**src/rtl/sha256_round_engine.sv**
```systemverilog
// SHA-256 compression engine: consumes W0..W63 one word per accepted handshake,
// runs the rounds, folds the working variables into the chaining hash H0..H7.
module sha256_round_engine #(
  parameter int ROUNDS = 64
) (
  input  logic         clk_i,
  input  logic         reset_n_i,
  input  logic         start_v_i,
  input  logic         first_block_i,
  output logic         ready_o,
  input  logic [31:0]  wt_i,
  input  logic         wt_v_i,
  output logic         wt_yumi_o,
  output logic [255:0] digest_o,
  output logic         digest_v_o,
  output logic [1:0]   state_o
);

  // Handshakes: start is taken when start_v_i & ready_o; a schedule word is taken
  // when wt_v_i & wt_yumi_o, and wt_yumi_o never depends on anything but wt_v_i and state.
  typedef enum logic [1:0] {
    IDLE  = 2'd0,
    ROUND = 2'd1,
    FINAL = 2'd2,
    DONE  = 2'd3
  } state_t;

  localparam logic [5:0] LAST_T = 6'(ROUNDS - 1);

  localparam logic [31:0] IV [0:7] = '{
    32'h6a09e667, 32'hbb67ae85, 32'h3c6ef372, 32'ha54ff53a,
    32'h510e527f, 32'h9b05688c, 32'h1f83d9ab, 32'h5be0cd19
  };

  localparam logic [31:0] K [0:63] = '{
    32'h428a2f98, 32'h71374491, 32'hb5c0fbcf, 32'he9b5dba5,
    32'h3956c25b, 32'h59f111f1, 32'h923f82a4, 32'hab1c5ed5,
    32'hd807aa98, 32'h12835b01, 32'h243185be, 32'h550c7dc3,
    32'h72be5d74, 32'h80deb1fe, 32'h9bdc06a7, 32'hc19bf174,
    32'he49b69c1, 32'hefbe4786, 32'h0fc19dc6, 32'h240ca1cc,
    32'h2de92c6f, 32'h4a7484aa, 32'h5cb0a9dc, 32'h76f988da,
    32'h983e5152, 32'ha831c66d, 32'hb00327c8, 32'hbf597fc7,
    32'hc6e00bf3, 32'hd5a79147, 32'h06ca6351, 32'h14292967,
    32'h27b70a85, 32'h2e1b2138, 32'h4d2c6dfc, 32'h53380d13,
    32'h650a7354, 32'h766a0abb, 32'h81c2c92e, 32'h92722c85,
    32'ha2bfe8a1, 32'ha81a664b, 32'hc24b8b70, 32'hc76c51a3,
    32'hd192e819, 32'hd6990624, 32'hf40e3585, 32'h106aa070,
    32'h19a4c116, 32'h1e376c08, 32'h2748774c, 32'h34b0bcb5,
    32'h391c0cb3, 32'h4ed8aa4a, 32'h5b9cca4f, 32'h682e6ff3,
    32'h748f82ee, 32'h78a5636f, 32'h84c87814, 32'h8cc70208,
    32'h90befffa, 32'ha4506ceb, 32'hbef9a3f7, 32'hc67178f2
  };

  function automatic logic [31:0] big_sigma0(input logic [31:0] x);
    return {x[1:0], x[31:2]} ^ {x[12:0], x[31:13]} ^ {x[21:0], x[31:22]};
  endfunction

  function automatic logic [31:0] big_sigma1(input logic [31:0] x);
    return {x[5:0], x[31:6]} ^ {x[10:0], x[31:11]} ^ {x[24:0], x[31:25]};
  endfunction

  state_t      state_q, state_d;
  logic [5:0]  t_q;
  logic [31:0] h_q   [0:7];
  logic [31:0] var_q [0:7];
  logic        digest_v_q;

  logic        start_acc;
  logic        round_en;
  logic [31:0] t1, t2, ch, maj;

  always_ff @(posedge clk_i or negedge reset_n_i) begin
    if (!reset_n_i) state_q <= IDLE;
    else            state_q <= state_d;
  end

  always_comb begin
    state_d   = state_q;
    ready_o   = 1'b0;
    wt_yumi_o = 1'b0;
    start_acc = 1'b0;
    round_en  = 1'b0;
    case (state_q)
      IDLE: begin
        ready_o = 1'b1;
        if (start_v_i) begin
          start_acc = 1'b1;
          state_d   = ROUND;
        end
      end
      ROUND: begin
        if (wt_v_i) begin
          wt_yumi_o = 1'b1;
          round_en  = 1'b1;
          if (t_q == LAST_T) state_d = FINAL;
        end
      end
      FINAL:   state_d = DONE;
      DONE:    state_d = IDLE;
      default: state_d = IDLE;
    endcase
  end

  // var_q[0..7] hold a..h
  always_comb begin
    ch  = (var_q[4] & var_q[5]) ^ (~var_q[4] & var_q[6]);
    maj = (var_q[0] & var_q[1]) ^ (var_q[0] & var_q[2]) ^ (var_q[1] & var_q[2]);
    t1  = var_q[7] + big_sigma1(var_q[4]) + ch + K[t_q] + wt_i;
    t2  = big_sigma0(var_q[0]) + maj;
  end

  always_ff @(posedge clk_i or negedge reset_n_i) begin
    if (!reset_n_i) begin
      t_q        <= '0;
      digest_v_q <= 1'b0;
      for (int i = 0; i < 8; i++) begin
        h_q[i]   <= '0;
        var_q[i] <= '0;
      end
    end else begin
      if (start_acc) begin
        t_q        <= '0;
        digest_v_q <= 1'b0;
        for (int i = 0; i < 8; i++) begin
          if (first_block_i) begin
            h_q[i]   <= IV[i];
            var_q[i] <= IV[i];
          end else begin
            var_q[i] <= h_q[i];
          end
        end
      end
      if (round_en) begin
        t_q      <= t_q + 6'd1;
        var_q[0] <= t1 + t2;
        var_q[1] <= var_q[0];
        var_q[2] <= var_q[1];
        var_q[3] <= var_q[2];
        var_q[4] <= var_q[3] + t1;
        var_q[5] <= var_q[4];
        var_q[6] <= var_q[5];
        var_q[7] <= var_q[6];
      end
      if (state_q == FINAL) begin
        for (int i = 0; i < 8; i++) h_q[i] <= h_q[i] + var_q[i];
      end
      // digest_v stays up through IDLE until the next accepted start
      if (state_q == DONE) digest_v_q <= 1'b1;
    end
  end

  assign digest_o   = {h_q[0], h_q[1], h_q[2], h_q[3], h_q[4], h_q[5], h_q[6], h_q[7]};
  assign digest_v_o = digest_v_q;
  assign state_o    = state_q;

endmodule

```
**config.mk**
```make
export PLATFORM = sky130hd
export DESIGN_NAME = sha256_round_engine
export DESIGN_NICKNAME = d
export VERILOG_FILES = /design/src/rtl/sha256_round_engine.sv
export SDC_FILE = /design/constraint.sdc
export NUM_CORES = 2
export LEC_CHECK = 0
export ABC_AREA = 1
export CAP_MARGIN = 20
export CORE_MARGIN = 2
export CORE_UTILIZATION = 56
export CTS_BUF_LIST = sky130_fd_sc_hd__clkbuf_4
export DETAILED_ROUTE_END_ITERATION = 12
export HOLD_SLACK_MARGIN = 0.1
export PLACE_DENSITY = 0.76
export SLEW_MARGIN = 10
export SYNTH_ARGS = -nofsm -noshare
export SYNTH_HDL_FRONTEND = slang
export SYNTH_SLANG_ARGS = --single-unit
```
**constraint.sdc**
```tcl
create_clock -name clk_i -period 13.12 [get_ports clk_i]
set_input_delay 2.624 -clock clk_i [delete_from_list [all_inputs] [get_ports clk_i]]
set_output_delay 2.624 -clock clk_i [all_outputs]
set_load 0.02 [all_outputs]
```
==> results.ini <==
[worst_hold_path]
timing.hold.worst.class = flip-flop to flip-flop

[synthesis]
top_cells_by_area_in_the_synthesized_netlist = sky130_fd_sc_hd__dfrtp_1 25%, sky130_fd_sc_hd__nand2_1 12%, sky130_fd_sc_hd__ha_1 8.9%
syn-instance-count = 7430
synth.distinct_cells = 70
yosysWarnings = 0
netlist.top_cell.by_area = sky130_fd_sc_hd__dfrtp_1
asyncSetResetFlopFracSynth_pct = 100
synth.cell_area_um2 = 51500
post_synth_xor_area_fraction_pct = 4.72
synth_most_common_cell = sky130_fd_sc_hd__nand2_1
synth_enable_flop_cells = 0
synthesized_area_divided_by_synthesized_cell_count_um2 = 6.93
synth_area_in_adders_pct = 14.1
synth_top_area_share_pct = 25.3
synth_top_family_by_area = compound AO/OA/AOI/OAI gates
postSynthRegisterBits = 521
synthMuxAreaShare_pct = 0
syn-num-nets = 7968
share_of_the_yosys_chip_area_belonging_to_registers_pct = 25.3
dominantRegCellSynth = sky130_fd_sc_hd__dfrtp_1
synth-compound-area-share_pct = 23.1
synth-simple-area-share_pct = 22.5
commonest_cells_in_the_synthesized_netlist = 1580 x sky130_fd_sc_hd__nand2_1, 1087 x sky130_fd_sc_hd__inv_1, 740 x sky130_fd_sc_hd__o21ai_0, 615 x sky130_fd_sc_hd__nor2_1, 521 x sky130_fd_sc_hd__dfrtp_1

[floorplanning]
die_x_um = 307
boundary_pin_count = 298
floorplan.initialDensity_pct = 56.4
fp-row-count = 111
coreArea_um2 = 91400
fp.dieArea_um2 = 94400
die-height_um = 307

[clock_network]
insertion_delay_ns = 1.20
clock-root-buffer = sky130_fd_sc_hd__clkbuf_4
maximum_root_to_sink_buffer_count = 3
cts-htree-levels = 4
cts-buffers-inserted = 155
cts_repair_resize_count = 0
postCtsSetupBuffers = 0
clkSlewWorstSetupHoldPaths_ns = 0.07
numClockSinks = 521
cts_tree = built
cts_hold_buffers = 0

[routing]
total_number_of_vias = 58129
dr.max_layer_used = met5
routed-wl-met3_um = 34000
finalWirelength_um = 236000
post_drt_wl_per_cell_um = 26.3
drc = 0
avgViaCountPerCell = 6.47
drt_iter0_drc = 8960
wl_met1_um = 84600
number_of_nets_still_failing_antenna_checks_after_routing = 0
wl_met2_um = 97200
drt_pass_1_iters = 9

[global_route]
grt_pass1_vias = 54685
global_route.usage.total_pct = 49.2
grt_remaining_overflow = 0
wire_length_of_the_first_global_routing_pass_um = 347000
maximum_number_of_pins_on_one_net_before_global_route_repair = 157
initial_antenna_violation_count = 12

[worst_setup_path]
worstSetupStartpointType = flip-flop
timing.critical_path.mode_cell = sky130_fd_sc_hd__inv_1
worst-endpoint-arrival_ns = 9.31
critical_path_peak_fanout = 13
r2r_setup_slack_ns = 4.82
crit_path_end_kind = flip-flop
critical_path_class = flip-flop to flip-flop
cp_slowest_stage_delay_ns = 0.59
critical_path.slowest_cell = sky130_fd_sc_hd__a22oi_1
required_ns = 14.13

[outcome]
run_status = finished, final reports clean

[sta]
fin_crit_sh_pct = 63.3
grt_setup_unrepaired = no
fin_setup_tns_ns = 0
final_hold_viol_count = 0
setup_violating_endpoint_count_in_the_final_report = 0
max_freq_mhz = 120
finalMaxSlewViolations = 0
timing.final.crit_period_ns = 8.30
clock_skew_ns = 0.105
worst_slew_margin_rel_pct = 14.4
max_slew.worst_pin.slew_ns = 1.27

[place]
post-dp-hpwl_um = 180000
gp_routability_congestion = 1.10
dp_cells = 8691
i_o_buffers = 297

[finish]
area_growth_pct = 11.4
num-nets-final = 8206
drive_gt1_share_pct = 5.09
finalNonFillerCells = 8982

[flow_run]
maxCapViolations = 0

## per-stage QoR
stage	hold slack, ns	instance area (µm²)	setup WS (ns)	utilization, %
4_1_cts	0.482	57300	5.12	62.7
3_5_place_dp	0.468	55300	3.97	60.6
6_report	0.478	57400	4.82	62.8
2_1_floorplan	0.485	51500	5.28	-
5_1_grt	0.510	57400	4.59	62.8
3_3_place_gp	0.465	55300	4.10	60.6
## cell usage in the layout, fill, tap and decap left out, types with 66 or more instances in the layout
master                            instances
sky130_fd_sc_hd__a21oi_1                459
sky130_fd_sc_hd__clkbuf_4               219
sky130_fd_sc_hd__clkdlybuf4s50_1        295
sky130_fd_sc_hd__dfrtp_1                520
sky130_fd_sc_hd__fa_1                   133
sky130_fd_sc_hd__ha_1                   367
sky130_fd_sc_hd__inv_1                 1084
sky130_fd_sc_hd__nand2_1               1577
sky130_fd_sc_hd__nand3_1                401
sky130_fd_sc_hd__nand4_1                 86
sky130_fd_sc_hd__nor2_1                 612
sky130_fd_sc_hd__nor3_1                  66
sky130_fd_sc_hd__o211ai_1               111
sky130_fd_sc_hd__o21ai_0                740
sky130_fd_sc_hd__o21bai_1                68
sky130_fd_sc_hd__o221ai_1               237
sky130_fd_sc_hd__xnor2_1                108
sky130_fd_sc_hd__xor2_1                 166
## sequential cells by signal, summed over array words and instances, names as in the netlist
name        count
digest_v_o      1
t_q             6
var_q         256
state_o         2
digest_o      256
## metal layers
metal | vias up | GRT usage (%)
li1 | 25595 | -
met1 | 27043 | 61.1
met2 | 4476 | 71.4
met3 | 1007 | 16.7
met4 | 8 | 34.9
met5 | - | 0
## critical path: cells and delay by family (launching register included)
kind / cells / cell delay, ns
buffers and inverters: 8 / 1.00
adder cells (fa/ha/maj): 6 / 2.30
AO/OA/AOI/OAI: 11 / 2.39
flip-flops: 1 / 0.32
AND/OR/NAND/NOR: 11 / 1.79
XOR/XNOR: 1 / 0.34
## path summary, 6_finish.rpt
check	from	endpoint	depth (start not counted)
min in group asynchronous	reset_n_i	digest_o[46]$_DFFE_PN0P_	1
hold reg to reg	digest_v_o$_DFFE_PN0P_	digest_v_o$_DFFE_PN0P_	1
hold / removal	digest_v_o$_DFFE_PN0P_	digest_v_o$_DFFE_PN0P_	1
max in group asynchronous	reset_n_i	var_q[220]$_DFFE_PN0P_	3
setup / recovery	t_q[0]$_DFFE_PN0P_	var_q[244]$_DFFE_PN0P_	37
setup reg to reg	t_q[0]$_DFFE_PN0P_	var_q[244]$_DFFE_PN0P_	37
## cell families after synthesis
group | Yosys count
xor gates and xnor gates | 276
buffers and inverters | 1370
DFF | 521
adders and majority gates | 501
and+or+nand+nor | 2819
AOI/OAI and AO/OA | 1943
## area by class of cell
cell class | count | area (µm²)
antenna | 13 | 32.5
clock buffer | 214 | 1610
clock inverter | 58 | 367
fill | 8482 | 34000
inverter | 1095 | 4130
multi-input combinational | 5539 | 33300
sequential | 521 | 13000
tap | 1186 | 1480
timing repair buffer | 356 | 3460
Power is not shown: default switching activity piles up to over one toggle a cycle in this logic, so the estimate is an artifact.
